## src/rtl/mux4_rr_arbiter.sv

```systemverilog
// mux4_rr_arbiter: round-robin arbiter that owns the select of a shared
// 4:1 single-bit mux. It grants one requester at a time and registers the
// select, the grant and the muxed data bit.
// Optional build macro HOLD_TIMEOUT_EN: forces a release after MAX_HOLD
// consecutive grant cycles while another requester is waiting.
module mux4_rr_arbiter #(
  parameter int MAX_HOLD = 8
) (
  input  logic       clk,
  input  logic       rst,
  input  logic [3:0] req,
  input  logic [3:0] w,
  output logic [3:0] gnt,
  output logic [1:0] s,
  output logic       busy,
  output logic       f
);

  typedef enum logic {
    IDLE  = 1'b0,
    GRANT = 1'b1
  } state_t;

  state_t     state, state_nxt;
  logic [1:0] ptr, ptr_nxt;
  logic [3:0] gnt_nxt;
  logic [1:0] s_nxt;
  logic       busy_nxt;

  logic       release_c;
  logic       timeout_c;
  logic [1:0] scan_base;
  logic [2:0] pick;

  // MAX_HOLD must fit the 4-bit hold counter and leave room for a handoff.
  if (MAX_HOLD < 2 || MAX_HOLD > 15) begin : g_bad_max_hold
    $error("mux4_rr_arbiter: MAX_HOLD must be in 2..15");
  end

  // First set bit of r, scanning base, base+1, base+2, base+3 (mod 4).
  // Result is {found, index}.
  function automatic logic [2:0] rr_pick(input logic [3:0] r,
                                         input logic [1:0] base);
    logic [2:0] res;
    logic [1:0] idx;
    res = 3'b000;
    // Walk from the far end so the nearest hit to base overwrites the rest.
    for (int k = 3; k >= 0; k--) begin
      idx = base + 2'(k);
      if (r[idx]) res = {1'b1, idx};
    end
    return res;
  endfunction

`ifdef HOLD_TIMEOUT_EN
  localparam logic [3:0] HOLD_LAST = 4'(MAX_HOLD - 1);

  logic [3:0] hold_cnt, hold_nxt;

  // The owner has used its full slot and someone else is queued.
  assign timeout_c = (hold_cnt == HOLD_LAST) && ((req & ~gnt) != 4'b0000);
`else
  assign timeout_c = 1'b0;
`endif

  // A release is either a voluntary drop of req[s] or a forced timeout.
  // On release, the scan restarts just past the owner so it ends up last.
  assign release_c = (state == GRANT) && (!req[s] || timeout_c);
  assign scan_base = release_c ? (s + 2'd1) : ptr;
  assign pick      = rr_pick(req, scan_base);

  // Next-state and next-output decode for the IDLE/GRANT controller.
  always_comb begin
    state_nxt = state;
    ptr_nxt   = ptr;
    gnt_nxt   = gnt;
    s_nxt     = s;
    busy_nxt  = busy;
`ifdef HOLD_TIMEOUT_EN
    hold_nxt  = hold_cnt;
`endif
    case (state)
      IDLE: begin
        if (pick[2]) begin
          state_nxt = GRANT;
          gnt_nxt   = 4'b0001 << pick[1:0];
          s_nxt     = pick[1:0];
          busy_nxt  = 1'b1;
`ifdef HOLD_TIMEOUT_EN
          hold_nxt  = 4'd0;
`endif
        end
      end
      GRANT: begin
        if (release_c) begin
          ptr_nxt = scan_base;
          if (pick[2]) begin
            // Handoff at this edge, no idle bubble.
            gnt_nxt  = 4'b0001 << pick[1:0];
            s_nxt    = pick[1:0];
`ifdef HOLD_TIMEOUT_EN
            hold_nxt = 4'd0;
`endif
          end else begin
            // Nobody waiting: drop the grant but keep s at the last owner.
            state_nxt = IDLE;
            gnt_nxt   = 4'b0000;
            busy_nxt  = 1'b0;
          end
        end else begin
`ifdef HOLD_TIMEOUT_EN
          if (hold_cnt != HOLD_LAST) hold_nxt = hold_cnt + 4'd1;
`endif
        end
      end
      default: begin
        state_nxt = IDLE;
        gnt_nxt   = 4'b0000;
        busy_nxt  = 1'b0;
      end
    endcase
  end

  // Controller state, pointer and registered grant outputs.
  always_ff @(posedge clk) begin
    if (rst) begin
      state <= IDLE;
      ptr   <= 2'd0;
      gnt   <= 4'b0000;
      s     <= 2'd0;
      busy  <= 1'b0;
    end else begin
      state <= state_nxt;
      ptr   <= ptr_nxt;
      gnt   <= gnt_nxt;
      s     <= s_nxt;
      busy  <= busy_nxt;
    end
  end

`ifdef HOLD_TIMEOUT_EN
  // Consecutive-grant counter, saturating at MAX_HOLD-1.
  always_ff @(posedge clk) begin
    if (rst) hold_cnt <= 4'd0;
    else     hold_cnt <= hold_nxt;
  end
`endif

  // Shared data bit: muxed through the current select, one cycle behind gnt.
  always_ff @(posedge clk) begin
    if (rst) f <= 1'b0;
    else     f <= busy & w[s];
  end

endmodule

```

## config.mk

```make
export PLATFORM = sky130hd
export DESIGN_NAME = mux4_rr_arbiter
export DESIGN_NICKNAME = d
export VERILOG_FILES = /design/src/rtl/mux4_rr_arbiter.sv
export SDC_FILE = /design/constraint.sdc
export NUM_CORES = 1
export LEC_CHECK = 0
export CORE_MARGIN = 2
export CORE_UTILIZATION = 46
export DETAILED_ROUTE_END_ITERATION = 8
export GPL_ROUTABILITY_DRIVEN = 1
export GPL_TIMING_DRIVEN = 0
export PLACE_DENSITY = 0.73
export SLEW_MARGIN = 10
export SYNTH_ARGS = -nofsm -noshare
export SYNTH_HDL_FRONTEND = slang
export SYNTH_SLANG_ARGS = --single-unit
```

## constraint.sdc

```tcl
create_clock -name clk -period 2.6 [get_ports clk]
set_input_delay 0.39 -clock clk [delete_from_list [all_inputs] [get_ports clk]]
set_output_delay 0.39 -clock clk [all_outputs]
set_load 0.03 [all_outputs]
```

# == After elaboration in Yosys (flattened, before gate mapping) ==
# Index checks and enable logic that the tools add are counted.
# W data, S select, Z words.
# word_totals
regBits,11
in_bits,10
output_inout_bits,8
elab_cells,57
# op_classes
add_sub_neg,4
magnitude_cmp,5
eq_ne,3
shift,1
mux,31
n_bitwise,2
reduce_logical,5
# ops
cell,n
$lt A2 B3 Y1 const B,5
$bmux W1 S2,6
$mux W3,4
$mux W4,3
$mux W1,11
$pmux W4 S2,1
$mux W2,3
$add A2 B1 Y2 const B,2
$add A2 B2 Y2 const B,2
$ne A2 B2 Y1 const B,2
$pmux W1 S2,2
$pmux W2 S2,1
$reduce_and A2 Y1,2
$shl A1 B2 Y4 const A,1
$reduce_and A3 Y1,1
$ne A2 B1 Y1 const B,1
$and A1 B1 Y1,1
$logic_and A1 B1 Y1,1
$logic_not A1 Y1,1
$not A1 Y1,1

# == Depth between registers and ports, before layout ==
# Gate-level depths: netlist of the first run.
# depth
depth_word,16
mapped_depth,7
mapped_depth_nobuf,6

# == Worst setup path before layout of the first run ==
# OpenSTA, ideal clock, no wires.
# synth_path
kind,reg2reg
startpoint,register s[1]
endpoint,register gnt[0]
arrival_ns,1.952
required_time_ns,2.483
slack_ns,0.531
stages_incl_launch_ff,8
n_path_buf,1
period_less_slack_ns,2.069
cell_sequence,dfxtp_1 -> buf_6 -> mux2_4 -> o21ai_4 -> a311oi_2 -> a2111oi_4 -> nor3_1 -> a22o_1
# synth_between
elab_chain_len,16
word_cells_on_any_way,29
# synth_rtl
item,line_no,text
"start, declared",14,"output logic [1:0] s,"
"start signal, assigned",136,s <= s_nxt;
$bmux W1 S2,68,assign release_c = (state == GRANT) && (!req[s] || timeout_c);
$mux W1 (not written as such),68,
$logic_not A1 Y1,68,
$logic_and A1 B1 Y1,68,
$mux W2,69,assign scan_base = release_c ? (s + 2'd1) : ptr;
$add A2 B2 Y2,49,idx = base + 2'(k);
$bmux W1 S2,50,"if (r[idx]) res = {1'b1, idx};"
$mux W1 (not written as such),50,
$mux W3 (4 in a row),50,
$shl A1 B2 Y4,"86, 99",
$mux W4,97,if (pick[2]) begin
$mux W4,95,if (release_c) begin
$pmux W4 S2,82,case (state)
"end signal, assigned",135,gnt <= gnt_nxt;
"end, declared",13,"output logic [3:0] gnt,"
# Several ways; a longest one is shown, not always the timed one. The select of a mux whose other input is x is not followed.
# A chain may end at the register's enable or synchronous reset.

# == Worst setup path in the final report of the first run ==
# layout_path
startpoint,input port req[1]
endpoint,register s[0]
# layout_between
elab_chain_len,15
word_cells_on_any_way,24
# layout_rtl
item,line_no,text
"start, declared",11,"input logic [3:0] req,"
$bmux W1 S2,68,
$mux W1 (not written as such),68,
$logic_not A1 Y1,68,
$logic_and A1 B1 Y1,68,
$mux W2,69,
$add A2 B2 Y2,49,
$bmux W1 S2,50,
$mux W1 (not written as such),50,
$mux W3 (4 in a row),50,
$mux W2,"84, 97",
$mux W2,95,
$pmux W2 S2,82,
# Several ways; a longest one is shown, not always the timed one. The select of a mux whose other input is x is not followed.

==> results of run 1 <==
==> cells in the final DEF, fill, tap and decap left out, types with 2 or more instances in the layout <==
cell,count
sky130_fd_sc_hd__nand2_1,11
sky130_fd_sc_hd__a31oi_1,2
sky130_fd_sc_hd__dfxtp_1,11
sky130_fd_sc_hd__clkbuf_4,3
sky130_fd_sc_hd__nor2b_1,5
sky130_fd_sc_hd__a211oi_1,2
sky130_fd_sc_hd__inv_1,3
sky130_fd_sc_hd__nor2_1,8
sky130_fd_sc_hd__a22o_1,2
sky130_fd_sc_hd__clkdlybuf4s50_1,16
sky130_fd_sc_hd__mux2i_1,4
sky130_fd_sc_hd__a21oi_1,3
sky130_fd_sc_hd__clkbuf_1,2
==> routing by layer <==
metal  share of wire (%)  GRT usage, %  vias to the layer above
met5                   0             0                        -
met4                 1.5         8.750                        0
met2                  48         29.54                       14
met3                 4.2         3.017                        4
li1                    -             -                      318
met1                  46         25.92                      299
==> stage by stage <==
stage                     cell area, um^2  hold WS (ps)  instances  total power (uW)  setup WS (ps)
after CTS                           888.4         472.4        111             516.5          385.8
final                               888.4         468.0        111             514.0          384.9
after detailed placement            862.1         453.3        107             401.0          108.8
after global placement              862.1         447.3        107             398.2          126.4
after floorplan                     683.2         501.7         76             338.6          531.0
after global routing                888.4         484.0        111             543.5          267.0
==> cells by family (layout without fill, tap and decap cells) <==
logic type	count (synthesis)	after routing	synth area share, %
multiplexers	5	5	8.058
adder cells (fa/ha/maj)	1	1	1.465
buffers and inverters	6	26	4.577
AO/OA/AOI/OAI	22	22	32.24
XOR/XNOR	1	1	1.282
AND/OR/NAND/NOR	30	30	20.15
flip-flops	11	11	32.23
==> registers in the layout, summed over array words and instances (netlist names) <==
name / cells
gnt: 4
ptr: 2
s: 2
busy: 1
f: 1
state: 1
==> path summary, 6_finish.rpt <==
| kind | cells past startpoint | end | slack, ps |
|---|---|---|---|
| max | 7 | s[0]$_SDFFE_PP0P_ | 380 |
| min reg2reg | 1 | gnt[3]$_SDFFE_PP0P_ | 470 |
| min | 1 | gnt[3]$_SDFFE_PP0P_ | 470 |
| max reg2reg | 7 | s[0]$_SDFFE_PP0P_ | 570 |
==> critical path: stages <==
cell and delay [ps]:
sky130_fd_sc_hd__clkdlybuf4s50_1 530, sky130_fd_sc_hd__mux2_4 370, sky130_fd_sc_hd__a2bb2o_4 230, sky130_fd_sc_hd__mux2i_1 320, sky130_fd_sc_hd__a211oi_2 110, sky130_fd_sc_hd__o21ai_1 250
sky130_fd_sc_hd__o32ai_1 140
==> cell type report <==
class	instances	area [um^2]
fillers	115	461.7
multi-input cells	59	431.7
flip-flops and latches	11	220.2
repair buffers	16	160.2
clock buffers	4	26.28
plain buffers	3	20.02
well taps	15	18.77
inverters	3	11.26
==> power groups by stage <==
stage / Clock, uW / Combinational (uW) / Sequential, uW
floorplan: 0 / 113 / 226
global placement: 0 / 199 / 200
detailed placement: 0 / 201 / 200
CTS: 118 / 202 / 197
global route: 126 / 219 / 199
finish: 116 / 201 / 196
==> summary.md, run 1 <==
| Metric | Value |
|---|---|
| Summed instance area of the synthesized netlist | 683.2 um^2 |
| Antenna violation net count after detailed routing | 0 |
| Primary FF master, synth | sky130_fd_sc_hd__dfxtp_1 |
| Fin Clk Skew | 1.955 ps |
| Worst-Margin Slew | 407.5 ps |
| CTS tree | yes |
| Diodes inserted | 0 |
| Net switching share of the total power | 34.86% |
| Number of optimization iterations in the first detailed-route pass | 7 |
| Clock slew at reported path FFs | 70 ps |
| Routability cong. | 0.8385 |
| Post-Route WL | 1516 um |
| Synthesis-to-finish area growth | 30.04% |
| Number of top-level pins | 18 |
| Die ar. | 0.001809 mm^2 |
| Commonest cells in the netlist | sky130_fd_sc_hd__dfxtp_1 (11), sky130_fd_sc_hd__nand2_1 (11), sky130_fd_sc_hd__nor2_1 (8) |
| Worst reg2reg path startpoint | s[1]$_SDFFE_PP0P_ |
| Number of clock sinks seen by CTS | 11 |
| Worst VDD drop | 0.0004081 V |
| Fraction of power consumed by combinational cells | 39.1% |
| Die Y-Extent | 42.54 um |
| Fraction of power consumed by the clock network | 22.7% |
| Hold-fix buffers at CTS | 0 |
| Total routing usage reported by global routing | 19.13% |
| Fraction of the core area covered by cells at the end of the flow | 65.80% |
| GR Overflow Total | 0 |
| Routed via count divided by cell count | 5.721 |
| Hold Crit Start | gnt[3]$_SDFFE_PP0P_ |
| Post-DP HPWL | 1160 um |
| Largest net degree at the start of global routing | 11 |
| Yosys top cell area share | 32.23% |
| Power density over the cells | 578.6 mW/mm^2 |
| Post-route setup TNS | 0 ps |
| Number of distinct library cell variants in the gate-level netlist after synthesis | 35 |
| Number of gates given a new drive strength after cts | 0 |
| Type of element launching the critical path | primary input |
| Yosys Warn Count | 0 |
| P_leak | 0.0003217 uW |
| Cell taking the most area after synthesis | sky130_fd_sc_hd__dfxtp_1 |
| Cell types with the largest area share after synthesis | sky130_fd_sc_hd__dfxtp_1 (32%), sky130_fd_sc_hd__nand2_1 (6.0%), sky130_fd_sc_hd__mux2i_1 (5.9%), sky130_fd_sc_hd__nor2b_1 (4.6%), sky130_fd_sc_hd__nor2_1 (4.4%) |
| Max-cap violations | 0 |
| Max Fanout on Critical Path | 7 |
| Net Count, Synth | 86 |
| CTS H-Tree Depth | 1 |
| Hold Path Class | register to register |
| Initial drt markers | 5 |
| Average cell area after synthesis | 8.989 um^2 |
| Max_slew headroom | 72.65% |
| Count of standard-cell rows | 13 |
| Internal power of the cells | 334.9 uW |
| Hold violation count in the final report | 0 |
| Shortest period the worst path allows | 2215 ps |
| Fraction of layout instances using a drive strength above 1 | 12.50% |
| Unrepaired setup endpoints after global routing | false |
| Core Box Area | 0.001350 mm^2 |
| Number of pins with negative max-slew slack in the final report | 0 |
| Number of buffers added for setup after CTS | 0 |
| Average wire length per cell after detail routing | 13.66 um |
| Power dissipated by switching net loads | 179.2 uW |
| Starting utilization of the core area | 50.60% |
| Via total after detailed routing | 635 |
| DRC violations left | 0 |
| Fin crit share | 85.20% |
| Async set-or-reset flop fraction in the synthesized netlist | 0% |
| Worst setup EP type | register |
| Number of standard cells after synthesis | 76 |
| Timing-limited maximum frequency | 451.4 MHz |
| Skew-Pair Late Insertion Delay | 270 ps |
| Final setup fails | 0 |
| Required time of the critical path | 2730 ps |
| Number of enable flip-flop cells after synthesis | 0 |
| Clk Tree Root Cell | sky130_fd_sc_hd__clkbuf_4 |
| Quantity of I/O buffers inserted on ports | 16 |
| Seq/Total Area, Yosys | 32.23% |
| Number of global-route vias before repair | 654 |
| Data arrival time of the worst path | 2350 ps |
| Initial antenna violation count | 0 |
| Net count, final | 107 |
| TritonCTS Buffers | 3 |
| Synthesized flop and latch total | 11 |
| Sequential share of power | 38.2% |
| Wire length of the first global-routing pass | 2684 um |
| Chip width | 42.54 um |
| Max clock buf depth | 2 |
| Run status | finished, final reports clean |
| Critical path class | primary input to register |
| Setup crit start | req[1] |
Note: power is estimated with default switching activity, not from simulation.
==> run 2, diff against run 1 <==
--- a/config.mk
+++ b/config.mk
@@ -5,12 +5,14 @@
 export SDC_FILE = /design/constraint.sdc
 export NUM_CORES = 1
 export LEC_CHECK = 0
-export CORE_MARGIN = 2
-export CORE_UTILIZATION = 46
+export CORE_AREA = 2 2 39 41
 export DETAILED_ROUTE_END_ITERATION = 8
+export DIE_AREA = 0 0 41 43
+export DONT_BUFFER_PORTS = 1
 export GPL_ROUTABILITY_DRIVEN = 1
 export GPL_TIMING_DRIVEN = 0
-export PLACE_DENSITY = 0.73
+export MAX_ROUTING_LAYER = met4
+export PLACE_DENSITY = 0.63
 export SLEW_MARGIN = 10
 export SYNTH_ARGS = -nofsm -noshare
 export SYNTH_HDL_FRONTEND = slang
==> run 2 against run 1 <==
Compared with the run above: routed wire length is 7.7% lower; power shrank 8.4%; count of clock-buffer cells in the layout did not move; utilization decreased by 13 points; clock power about the same; final area decreased by 18%; global-route usage increased by 0.52 points; sequential share of layout area rose by 5.4 points.
==> summary.md, run 2 (synthesis gave the netlist of run 1 again) <==
| Metric | Value |
|---|---|
| Max Fanout on Critical Path | 8 |
| Worst VDD drop | 0.0003152 V |
| Tot Pwr | 471.1 uW |
| CTS H-Tree Depth | 1 |
| Critical path class | register to register |
| TritonCTS Buffers | 3 |
| Synthesis-to-finish area growth | 6.777% |
| Largest net degree at the start of global routing | 11 |
| Met3 Track Usage GR | 3.665% |
| Initial antenna violation count | 0 |
| Wire length of the first global-routing pass | 2297 um |
| Count of standard-cell rows | 14 |
| Setup crit start | s[1]$_SDFFE_PP0P_ |
| Fraction of power consumed by the clock network | 24.4% |
| Net switching share of the total power | 35.57% |
| DRC violations left | 0 |
| Most Crowded Layer GR | met2 |
| Die Y-Extent | 43 um |
| Post-layout instance area | 729.5 um^2 |
| Timing-limited maximum frequency | 441.7 MHz |
| Run status | finished, final reports clean |
| GR Overflow Total | 0 |
| Worst setup EP type | register |
| Flip-flop count of the largest register after layout | 4 |
| Core Box Area | 0.001384 mm^2 |
| Hold_ws | 264.3 ps |
| Routed via count divided by cell count | 5.833 |
| Number of buffers added for setup after CTS | 0 |
| Hold-fix buffers at CTS | 0 |
| Quantity of I/O buffers inserted on ports | 0 |
| Number of gates given a new drive strength after cts | 0 |
| Largest reg by FF count | gnt |
| Initial drt markers | 18 |
| Clock slew at reported path FFs | 70 ps |
| Fin Clk Skew | 2.924 ps |
| Max clock buf depth | 2 |
| Depth of the worst register-to-register path | 7 |
| Hold violation count in the final report | 0 |
| Routability cong. | 0.7750 |
| Number of top-level pins | 18 |
| CTS tree | yes |
| Shortest period the worst path allows | 2264 ps |
| P_leak | 0.0002622 uW |
| Required time of the critical path | 2740 ps |
| Internal power of the cells | 303.5 uW |
| Diodes inserted | 0 |
| Via total after detailed routing | 560 |
| Net count, final | 91 |
| Post-DP HPWL | 1119 um |
| Met1 usage in global routing | 23.53% |
| Data arrival time of the worst path | 2400 ps |
| Sequential share of power | 47.5% |
| Max-cap violations | 0 |
| Fraction of power consumed by combinational cells | 28.0% |
| Skew-Pair Late Insertion Delay | 260 ps |
| Worst-Margin Slew | 434.7 ps |
| Post-Route WL | 1400 um |
| Count of fill cells added during filler insertion | 146 |
| Post-route setup TNS | 0 ps |
| Cell area after placement | 703.2 um^2 |
| Clk Tree Root Cell | sky130_fd_sc_hd__clkbuf_4 |
| Number of global-route vias before repair | 554 |
| Max_slew headroom | 70.83% |
| Number of pins with negative max-slew slack in the final report | 0 |
| Unrepaired setup endpoints after global routing | false |
| Chip width | 41 um |
| Hold Path Class | primary input to register |
| Total routing usage reported by global routing | 19.65% |
| Type of element launching the critical path | register |
| Number of optimization iterations in the first detailed-route pass | 4 |
| Number of clock sinks seen by CTS | 11 |
| Fin crit share | 87.07% |
| End point of the critical path | gnt[1]$_SDFFE_PP0P_ |
| Starting utilization of the core area | 49.37% |
| Power dissipated by switching net loads | 167.6 uW |
| Most frequent cells in the layout | sky130_fd_sc_hd__nand2_1 (11), sky130_fd_sc_hd__dfxtp_1 (11), sky130_fd_sc_hd__nor2_1 (8), sky130_fd_sc_hd__nor2b_1 (5), sky130_fd_sc_hd__mux2i_1 (4) |
| Global routing met2 resource utilization | 30.00% |
| Final setup fails | 0 |
| Setup slack, reg-to-reg | 340 ps |
| Average wire length per cell after detail routing | 14.58 um |
| Antenna violation net count after detailed routing | 0 |
| Power density over the cells | 645.8 mW/mm^2 |
| Capture point of the worst reg-to-reg path | gnt[1]$_SDFFE_PP0P_ |
| Top flop regs | gnt (4), ptr (2), s (2) |
| Die ar. | 0.001763 mm^2 |
| Worst reg2reg path startpoint | s[1]$_SDFFE_PP0P_ |
| Fraction of layout instances using a drive strength above 1 | 15.00% |
-- run 2: changes by cell type in the layout (fill, tap and decap cells not counted) --
cell                              delta
sky130_fd_sc_hd__clkdlybuf4s50_1    -16
-- run 2: cell type report --
type                            count  area, um^2  share of cell area (%)
Buffer                              3       20.02                   2.744
Clock buffer                        4       26.28                   3.602
Inverter                            3       11.26                   1.544
Multi-Input combinational cell     59       431.7                   59.18
Sequential cell                    11       220.2                   30.19
Tap cell                           16       20.02                   2.744
-- run 2: worst max-delay path: stages (launching register included) --
cell	delay, ps
sky130_fd_sc_hd__dfxtp_1	520
sky130_fd_sc_hd__buf_6	190
sky130_fd_sc_hd__mux2_4	340
sky130_fd_sc_hd__a2bb2o_4	230
sky130_fd_sc_hd__mux2i_1	320
sky130_fd_sc_hd__a211oi_2	110
sky130_fd_sc_hd__o21ai_1	260
sky130_fd_sc_hd__o32ai_2	160
-- run 2: per-layer routing --
layer / vias to the layer above / wire [um]
li1: 287 / -
met1: 259 / 592
met2: 12 / 727
met3: 2 / 65
met4: 0 / 15
met5: - / 0
-- run 2: how the worst min path moves through the flow --
stage                                    from                   to  slack (ps)  cells after the start
after floorplan           ptr[0]$_SDFFE_PP0P_  ptr[0]$_SDFFE_PP0P_         500                      2
after global placement                 req[1]     state$_SDFF_PP0_         530                      2
after detailed placement               req[1]     state$_SDFF_PP0_         540                      2
after CTS                              req[1]     state$_SDFF_PP0_         260                      2
after global routing                   req[1]     state$_SDFF_PP0_         300                      2
final                                  req[1]     state$_SDFF_PP0_         260                      2
-- run 2: power by group through the flow --
stage               registers, uW  logic [uW]  clock network [uW]
floorplan                     226         113                   0
global placement              228         130                   0
detailed placement            228         133                   0
CTS                           225         133                 117
global route                  226         148                 125
finish                        224         132                 115
-- run 2: per-stage QoR --
stage	setup slack [ps]	instances	util, %
finish	336.2	96	52.71
detailed placement	337.0	92	50.81
global placement	365.5	92	50.81
floorplan	531.0	76	-
global route	189.2	96	52.71
CTS	326.3	96	52.71
